`src/rtl/pipe_stage_reg_if.sv`:
```
// Handshake/bundle bus for pipe_stage_reg.
// Ports (slave = pipeline register side):
//   flush, in_valid/in_ready, in_lane_valid/in_ctrl/in_data/in_epc_write/
//   in_cause_write/in_pc        producer -> register
//   out_valid/out_ready, out_lane_valid/out_ctrl/out_data/out_epc_write/
//   out_cause_write/out_pc      register -> consumer
//   stall_cnt                   saturating count of stalled output cycles
interface pipe_stage_reg_if #(
  parameter int unsigned LANES  = 2,
  parameter int unsigned CTRL_W = 9,
  parameter int unsigned DATA_W = 96,
  parameter int unsigned PC_W   = 32,
  parameter int unsigned CNT_W  = 16
);
  logic                      flush;
  logic                      in_valid;
  logic                      in_ready;
  logic [LANES-1:0]          in_lane_valid;
  logic [LANES*CTRL_W-1:0]   in_ctrl;
  logic [LANES*DATA_W-1:0]   in_data;
  logic [LANES-1:0]          in_epc_write;
  logic [LANES-1:0]          in_cause_write;
  logic [PC_W-1:0]           in_pc;
  logic                      out_valid;
  logic                      out_ready;
  logic [LANES-1:0]          out_lane_valid;
  logic [LANES*CTRL_W-1:0]   out_ctrl;
  logic [LANES*DATA_W-1:0]   out_data;
  logic [LANES-1:0]          out_epc_write;
  logic [LANES-1:0]          out_cause_write;
  logic [PC_W-1:0]           out_pc;
  logic [CNT_W-1:0]          stall_cnt;

  modport slave (
    input  flush, in_valid, in_lane_valid, in_ctrl, in_data, in_epc_write,
           in_cause_write, in_pc, out_ready,
    output in_ready, out_valid, out_lane_valid, out_ctrl, out_data,
           out_epc_write, out_cause_write, out_pc, stall_cnt
  );

  modport master (
    output flush, in_valid, in_lane_valid, in_ctrl, in_data, in_epc_write,
           in_cause_write, in_pc, out_ready,
    input  in_ready, out_valid, out_lane_valid, out_ctrl, out_data,
           out_epc_write, out_cause_write, out_pc, stall_cnt
  );
endinterface

```
`src/rtl/pipe_stage_reg.sv`:
```
// Multi-lane inter-stage pipeline register with a 2-entry skid buffer
// (MAIN drives the outputs, SKID holds the younger bundle under
// backpressure), flush, kill of lanes younger than the oldest excepting
// lane, and a saturating stall counter.
// Ports:
//   clk    rising-edge clock
//   reset  asynchronous active-low reset
//   bus    pipe_stage_reg_if.slave (handshake, bundle fields, stall_cnt)
module pipe_stage_reg #(
  parameter int unsigned LANES  = 2,
  parameter int unsigned CTRL_W = 9,
  parameter int unsigned DATA_W = 96,
  parameter int unsigned PC_W   = 32,
  parameter int unsigned CNT_W  = 16
) (
  input logic              clk,
  input logic              reset,
  pipe_stage_reg_if.slave  bus
);

  localparam int unsigned CW = LANES * CTRL_W;
  localparam int unsigned DW = LANES * DATA_W;

  // state[0] = main_valid, state[1] = skid_valid
  localparam logic [1:0] ST_EMPTY = 2'b00;
  localparam logic [1:0] ST_ONE   = 2'b01;
  localparam logic [1:0] ST_FULL  = 2'b11;

  logic [1:0]        r_state;
  logic [1:0]        w_state_nxt;
  logic              r_in_ready;
  logic              w_in_ready_nxt;
  logic              w_accept;
  logic              w_fire;
  logic              w_ld_main_in;
  logic              w_ld_skid_in;
  logic              w_ld_main_skid;

  logic [LANES-1:0]  r_main_lv, r_main_epc, r_main_cause;
  logic [CW-1:0]     r_main_ctrl;
  logic [DW-1:0]     r_main_data;
  logic [PC_W-1:0]   r_main_pc;
  logic [LANES-1:0]  r_skid_lv, r_skid_epc, r_skid_cause;
  logic [CW-1:0]     r_skid_ctrl;
  logic [DW-1:0]     r_skid_data;
  logic [PC_W-1:0]   r_skid_pc;
  logic [CNT_W-1:0]  r_stall_cnt;

  logic [LANES-1:0]  w_cap_lv, w_cap_epc, w_cap_cause;
  logic [CW-1:0]     w_cap_ctrl;
  logic              w_seen_exc;

  assign w_accept = bus.in_valid && r_in_ready;
  assign w_fire   = r_state[0] && bus.out_ready;

  // Capture view of the incoming bundle: lanes after the oldest valid
  // excepting lane, and empty lanes, lose valid/ctrl/exception bits.
  always_comb begin : lane_kill
    w_cap_lv    = '0;
    w_cap_ctrl  = '0;
    w_cap_epc   = '0;
    w_cap_cause = '0;
    w_seen_exc  = 1'b0;
    for (int i = 0; i < int'(LANES); i++) begin
      if (bus.in_lane_valid[i] && !w_seen_exc) begin
        w_cap_lv[i]                    = 1'b1;
        w_cap_ctrl[i*CTRL_W +: CTRL_W] = bus.in_ctrl[i*CTRL_W +: CTRL_W];
        w_cap_epc[i]                   = bus.in_epc_write[i];
        w_cap_cause[i]                 = bus.in_cause_write[i];
        if (bus.in_epc_write[i] || bus.in_cause_write[i]) w_seen_exc = 1'b1;
      end
    end
  end

  // Occupancy state register.
  always_ff @(posedge clk or negedge reset) begin
    if (!reset) begin
      r_state    <= ST_EMPTY;
      r_in_ready <= 1'b1;
    end else begin
      r_state    <= w_state_nxt;
      r_in_ready <= w_in_ready_nxt;
    end
  end

  // Next state and load selects; flush overrides everything.
  always_comb begin : next_state
    w_state_nxt    = r_state;
    w_ld_main_in   = 1'b0;
    w_ld_skid_in   = 1'b0;
    w_ld_main_skid = 1'b0;
    if (bus.flush) begin
      w_state_nxt = ST_EMPTY;
    end else begin
      case (r_state)
        ST_EMPTY: begin
          if (w_accept) begin
            w_ld_main_in = 1'b1;
            w_state_nxt  = ST_ONE;
          end
        end
        ST_ONE: begin
          if (w_accept && w_fire) begin
            w_ld_main_in = 1'b1;
          end else if (w_accept) begin
            w_ld_skid_in = 1'b1;
            w_state_nxt  = ST_FULL;
          end else if (w_fire) begin
            w_state_nxt  = ST_EMPTY;
          end
        end
        ST_FULL: begin
          if (w_fire) begin
            w_ld_main_skid = 1'b1;
            w_state_nxt    = ST_ONE;
          end
        end
        default: w_state_nxt = ST_EMPTY;
      endcase
    end
    w_in_ready_nxt = !w_state_nxt[1];
  end

  // Bundle storage.
  always_ff @(posedge clk or negedge reset) begin
    if (!reset) begin
      r_main_lv    <= '0;
      r_main_ctrl  <= '0;
      r_main_data  <= '0;
      r_main_epc   <= '0;
      r_main_cause <= '0;
      r_main_pc    <= '0;
      r_skid_lv    <= '0;
      r_skid_ctrl  <= '0;
      r_skid_data  <= '0;
      r_skid_epc   <= '0;
      r_skid_cause <= '0;
      r_skid_pc    <= '0;
    end else if (bus.flush) begin
      r_main_lv    <= '0;
      r_main_ctrl  <= '0;
      r_main_epc   <= '0;
      r_main_cause <= '0;
      r_skid_lv    <= '0;
      r_skid_ctrl  <= '0;
      r_skid_epc   <= '0;
      r_skid_cause <= '0;
    end else begin
      if (w_ld_main_in) begin
        r_main_lv    <= w_cap_lv;
        r_main_ctrl  <= w_cap_ctrl;
        r_main_data  <= bus.in_data;
        r_main_epc   <= w_cap_epc;
        r_main_cause <= w_cap_cause;
        r_main_pc    <= bus.in_pc;
      end else if (w_ld_main_skid) begin
        r_main_lv    <= r_skid_lv;
        r_main_ctrl  <= r_skid_ctrl;
        r_main_data  <= r_skid_data;
        r_main_epc   <= r_skid_epc;
        r_main_cause <= r_skid_cause;
        r_main_pc    <= r_skid_pc;
      end
      if (w_ld_skid_in) begin
        r_skid_lv    <= w_cap_lv;
        r_skid_ctrl  <= w_cap_ctrl;
        r_skid_data  <= bus.in_data;
        r_skid_epc   <= w_cap_epc;
        r_skid_cause <= w_cap_cause;
        r_skid_pc    <= bus.in_pc;
      end
    end
  end

  // Saturating stall counter; only reset clears it.
  always_ff @(posedge clk or negedge reset) begin
    if (!reset) begin
      r_stall_cnt <= '0;
    end else if (r_state[0] && !bus.out_ready && (r_stall_cnt != {CNT_W{1'b1}})) begin
      r_stall_cnt <= r_stall_cnt + CNT_W'(1);
    end
  end

  assign bus.in_ready        = r_in_ready;
  assign bus.out_valid       = r_state[0];
  assign bus.out_lane_valid  = r_main_lv;
  assign bus.out_ctrl        = r_main_ctrl;
  assign bus.out_data        = r_main_data;
  assign bus.out_epc_write   = r_main_epc;
  assign bus.out_cause_write = r_main_cause;
  assign bus.out_pc          = r_main_pc;
  assign bus.stall_cnt       = r_stall_cnt;

endmodule
```
`src/flat_wrapper.sv`:
```
// flat-port wrapper written by rule: the top's interface ports become plain ports
module pipe_stage_reg_flat 
#(
  parameter int unsigned LANES  = 2,
  parameter int unsigned CTRL_W = 9,
  parameter int unsigned DATA_W = 96,
  parameter int unsigned PC_W   = 32,
  parameter int unsigned CNT_W  = 16
)
  (clk, reset, bus_flush, bus_in_valid, bus_in_lane_valid, bus_in_ctrl, bus_in_data, bus_in_epc_write, bus_in_cause_write, bus_in_pc, bus_out_ready, bus_in_ready, bus_out_valid, bus_out_lane_valid, bus_out_ctrl, bus_out_data, bus_out_epc_write, bus_out_cause_write, bus_out_pc, bus_stall_cnt);
  pipe_stage_reg_if #(.LANES(LANES), .CTRL_W(CTRL_W), .DATA_W(DATA_W), .PC_W(PC_W), .CNT_W(CNT_W)) bus_i ();
  input logic clk;
  input logic reset;
  input wire logic [$bits(bus_i.flush)-1:0] bus_flush;
  input wire logic [$bits(bus_i.in_valid)-1:0] bus_in_valid;
  input wire logic [$bits(bus_i.in_lane_valid)-1:0] bus_in_lane_valid;
  input wire logic [$bits(bus_i.in_ctrl)-1:0] bus_in_ctrl;
  input wire logic [$bits(bus_i.in_data)-1:0] bus_in_data;
  input wire logic [$bits(bus_i.in_epc_write)-1:0] bus_in_epc_write;
  input wire logic [$bits(bus_i.in_cause_write)-1:0] bus_in_cause_write;
  input wire logic [$bits(bus_i.in_pc)-1:0] bus_in_pc;
  input wire logic [$bits(bus_i.out_ready)-1:0] bus_out_ready;
  output wire logic [$bits(bus_i.in_ready)-1:0] bus_in_ready;
  output wire logic [$bits(bus_i.out_valid)-1:0] bus_out_valid;
  output wire logic [$bits(bus_i.out_lane_valid)-1:0] bus_out_lane_valid;
  output wire logic [$bits(bus_i.out_ctrl)-1:0] bus_out_ctrl;
  output wire logic [$bits(bus_i.out_data)-1:0] bus_out_data;
  output wire logic [$bits(bus_i.out_epc_write)-1:0] bus_out_epc_write;
  output wire logic [$bits(bus_i.out_cause_write)-1:0] bus_out_cause_write;
  output wire logic [$bits(bus_i.out_pc)-1:0] bus_out_pc;
  output wire logic [$bits(bus_i.stall_cnt)-1:0] bus_stall_cnt;
  assign bus_i.flush = bus_flush;
  assign bus_i.in_valid = bus_in_valid;
  assign bus_i.in_lane_valid = bus_in_lane_valid;
  assign bus_i.in_ctrl = bus_in_ctrl;
  assign bus_i.in_data = bus_in_data;
  assign bus_i.in_epc_write = bus_in_epc_write;
  assign bus_i.in_cause_write = bus_in_cause_write;
  assign bus_i.in_pc = bus_in_pc;
  assign bus_i.out_ready = bus_out_ready;
  assign bus_in_ready = bus_i.in_ready;
  assign bus_out_valid = bus_i.out_valid;
  assign bus_out_lane_valid = bus_i.out_lane_valid;
  assign bus_out_ctrl = bus_i.out_ctrl;
  assign bus_out_data = bus_i.out_data;
  assign bus_out_epc_write = bus_i.out_epc_write;
  assign bus_out_cause_write = bus_i.out_cause_write;
  assign bus_out_pc = bus_i.out_pc;
  assign bus_stall_cnt = bus_i.stall_cnt;
  pipe_stage_reg #(.LANES(LANES), .CTRL_W(CTRL_W), .DATA_W(DATA_W), .PC_W(PC_W), .CNT_W(CNT_W)) u_core (.clk(clk), .reset(reset), .bus(bus_i));
endmodule
```
`config.mk`:
```
export PLATFORM = sky130hd
export DESIGN_NAME = pipe_stage_reg_flat
export DESIGN_NICKNAME = d
export VERILOG_FILES = /design/src/rtl/pipe_stage_reg_if.sv /design/src/rtl/pipe_stage_reg.sv /design/src/flat_wrapper.sv
export SDC_FILE = /design/constraint.sdc
export NUM_CORES = 1
export LEC_CHECK = 0
export ABC_CLOCK_PERIOD_IN_PS = 1800
export BUFFER_PORTS_ARGS = -buffer_cell sky130_fd_sc_hd__buf_2
export CAP_MARGIN = 30
export CORE_UTILIZATION = 29
export DETAILED_ROUTE_END_ITERATION = 6
export PLACE_DENSITY = 0.49
export SYNTH_ARGS = -nofsm -noshare
export SYNTH_HDL_FRONTEND = slang
export SYNTH_SLANG_ARGS = --single-unit
```
`constraint.sdc`:
```
create_clock -name clk -period 1.8 [get_ports clk]
set_clock_uncertainty 0.05 [all_clocks]
set_input_delay 0.18 -clock clk [delete_from_list [all_inputs] [get_ports clk]]
set_output_delay 0.18 -clock clk [all_outputs]
set_load 0.01 [all_outputs]
```
==> metrics <==
Final Cycle Share=110%; Reg power frac=44.5%; commonest non-fill, non-tap cell in the layout=nand2_1; Net Sw Frac=between 20% and 30%; CP endpoint kind=flop; CTS tree=yes; worst slew pin tran=~0.47 ns; Comb power frac=21.4%; I/O Pins=approximately 520; ANT nets after route=0; Max Fclk=504 MHz; number of fill cells=approximately 6700; Max clock buf depth=3; minimum clock period=1.99 ns; Area Overhead vs Synth=50.6%; violated checks=negative setup slack; GRT overflow=0; Tightest Hold Check Type=in2async; DP HPWL=roughly 47000 um; initial core utilization=29.5%; Mapped Cells=2206; nets=about 3300; Worst-path clk slew=0.06 ns; die area=0.0729 mm^2; total power=~35 mW; final hold violation count=0; FF-to-FF setup slack=-0.19 ns; CTS HTree Levels=2; Die W=270 um; Worst R2R Start=u_core.bus.in_ready$_DFF_PN1_; synth warn=0; Worst Path Required=2.24 ns; RSZ-0062 raised after global routing=yes; Total Wirelength=between 70000 and 80000 um; dominant synthesized flop cell=dfrtp_1; Syn Std Cell Area=around 0.021 mm^2; max-cap viol count=0; setup ws final=-0.186 ns; Post-Place Cells=3634; row count=just under 100; number of synthesized flops with an enable pin=0; first-pass GRT wire length=about 110000 um; P_int=24.5 mW; endpoints failing setup=between 400 and 500; Crit Path Class=reg2reg; area of placed instances=0.0255 mm^2; FF+latch count, synth=515; worst-path maximum fanout=7; Yosys cell types=40; Switch Pwr=approximately 10 mW; syn_area_per_cell=9.44 um^2; clock group share of total power=34.1%; via count=19500; proportion of layout cells with a drive suffix above 1=27.4%; RePlAce Congestion=0.826; status=complete, but fails checks; vias per cell=slightly below 5; cts bufs inserted=57; fin cells=4050; Root Driver=clkbuf_16; most frequent cells in the layout=nand2_1 (906), buf_2 (517), dfrtp_1 (514), dlygate4sd3_1 (255), o22ai_1 (206); R2R depth=8; Global Route Usage Sum=between 10% and 20%; Leakage=15.7 nW; Clock Latency Late Sink=0.60 ns; CTS Sinks=515; Pins Over Slew Limit=0; worst path arrival time=2.43 ns; DR pass1 iterations=7; crit start category=flop; core footprint=0.0705 mm^2; vias in the first global route=19500; largest net degree at the start of global routing=63; Peak VDD IR=0.663 mV; post-route setup TNS=-51.84 ns; Die H=270 um; Post-Syn Nets=2460; reg-to-reg endpoint=u_core.r_skid_data[182]$_DFFE_PN0P_; DRT iter0 DRCs=1350; design area=0.0314 mm^2; wire per inst=18.9 um; Power Density=approximately 1100 mW/mm^2; top cell type's share of synthesized area=61.7%; headroom to the max-slew limit=just under 70%; area leader, netlist=dfrtp_1; post-route DRC violation count=0; initial antenna violation count=2; Async SR Flop Fraction=100%; # port buffers=about 520; sequential area share after synthesis=61.9%; synth top area cells=dfrtp_1 (62%), nand2_1 (17%), o22ai_1 (6.7%), o21ai_0 (4.5%), clkbuf_1 (2.3%)
[area by class of cell]
cell class / count / area, um^2 / share of cell area (%)
inverter: 2 / 7.51 / 0.0239
tap: 940 / 1180 / 3.75
sequential: 515 / 12900 / 41.1
timing repair buffer: 970 / 8030 / 25.6
clock buffer: 86 / 1710 / 5.43
clock inverter: 14 / 190 / 0.606
multi-input combinational: 1521 / 7380 / 23.5
antenna: 2 / 5.00 / 0.0159
[routing by layer]
| layer | GRT usage (%) | vias to the layer above | wire, um |
|---|---|---|---|
| met5 | 0 | - | 0 |
| met1 | 25.0 | 9501 | 32700 |
| met3 | 3.65 | 122 | 4690 |
| li1 | - | 9222 | - |
| met2 | 31.5 | 641 | 37200 |
| met4 | 6.47 | 0 | 2060 |
[how the worst max path moves through the flow]
stage / startpoint / endpoint / slack [ns]
3_5_place_dp: u_core.bus.in_ready$_DFF_PN1_ / u_core.bus.out_pc[26]$_DFFE_PN0P_ / -0.16
3_3_place_gp: u_core.bus.in_ready$_DFF_PN1_ / u_core.bus.out_lane_valid[1]$_DFFE_PN0P_ / -0.17
5_1_grt: u_core.bus.in_ready$_DFF_PN1_ / u_core.r_skid_data[150]$_DFFE_PN0P_ / -0.22
2_1_floorplan: u_core.bus.in_ready$_DFF_PN1_ / u_core.bus.out_data[104]$_DFFE_PN0P_ / -0.11
4_1_cts: u_core.bus.in_ready$_DFF_PN1_ / u_core.r_skid_data[168]$_DFFE_PN0P_ / -0.18
6_report: u_core.bus.in_ready$_DFF_PN1_ / u_core.r_skid_data[182]$_DFFE_PN0P_ / -0.19
[logic make-up (layout without fill, tap and decap cells)]
kind of cell | Yosys count | after routing | share of synthesized area [%]
simple gates | 963 | 966 | 17.8
other cells | 0 | 2 | 0
mux | 2 | 2 | 0.0961
xor+xnor | 15 | 15 | 0.631
flops | 515 | 515 | 61.9
buf+inv | 173 | 1072 | 4.03
fa+ha+maj | 1 | 1 | 0.0601
compound gates | 537 | 537 | 15.5
[synth_stat cells, types with 2 or more instances]
cell	instances
nand2_1	916
xor2_1	6
a22o_1	2
nand4_1	7
buf_6	22
a31oi_1	11
inv_1	2
or3_1	2
nor2b_1	2
buf_2	17
nand2b_1	2
o21a_1	11
a32o_1	13
nor2_1	8
mux2i_1	2
nand3_1	4
xnor2_1	9
o21ai_1	38
nor3_1	13
o21ai_0	188
clkbuf_1	130
o2bb2ai_1	33
dfrtp_1	514
or4_1	3
o22ai_1	224
a21oi_1	13
[metrics by stage]
stage	utilization, %	setup slack [ns]	hold slack, ns
after global routing	44.5	-0.223	0.0634
after global placement	36.1	-0.171	0.103
after floorplan	-	-0.115	-0.166
final	44.5	-0.186	0.0603
after detailed placement	36.1	-0.158	0.102
after CTS	43.3	-0.185	0.0157
[sequential cells by signal (all words and copies together) (netlist names)]
| signal | count |
|---|---|
| u_core.r_skid_ctrl | 18 |
| u_core.r_skid_pc | 32 |
| u_core.bus.stall_cnt | 16 |
| u_core.bus.in_ready | 1 |
| u_core.bus.out_pc | 32 |
| u_core.bus.out_lane_valid | 2 |
| u_core.r_skid_lv | 2 |
| u_core.r_skid_data | 192 |
| u_core.bus.out_data | 192 |
| u_core.r_skid_cause | 2 |
| u_core.bus.out_cause_write | 2 |
| u_core.r_state | 2 |
| u_core.r_skid_epc | 2 |
| u_core.bus.out_ctrl | 18 |
| u_core.bus.out_epc_write | 2 |
[power groups by stage]
| stage | sequential (mW) | combinational [mW] | clock [mW] |
|---|---|---|---|
| 3_5_place_dp | 15.6 | 6.68 | 0 |
| 6_report | 15.5 | 7.48 | 11.9 |
| 2_1_floorplan | 15.9 | 2.86 | 0 |
| 5_1_grt | 15.8 | 8.30 | 12.7 |
| 4_1_cts | 15.5 | 7.38 | 12.3 |
| 3_3_place_gp | 15.6 | 6.51 | 0 |
[worst max-delay path: stages (launching register included)]
cell and delay (ns):
dfstp_2 0.55, nand3b_1 0.12, buf_6 0.15, buf_6 0.13
or3_4 0.41, buf_12 0.17, clkbuf_16 0.17, nand2_1 0.07
nand2_1 0.05
[what timing repair did]
item / in CTS / in global routing
buffers inserted: 18 / 9
endpoints found under the setup margin: 495 / 502
hold buffers: 255 / 0
hold endpoints to repair: 1009 / 0
gates cloned: 8 / 30
pin swaps: 17 / 10
gates resized for setup: 77 / 76
Power figures use the tool's default switching activity.
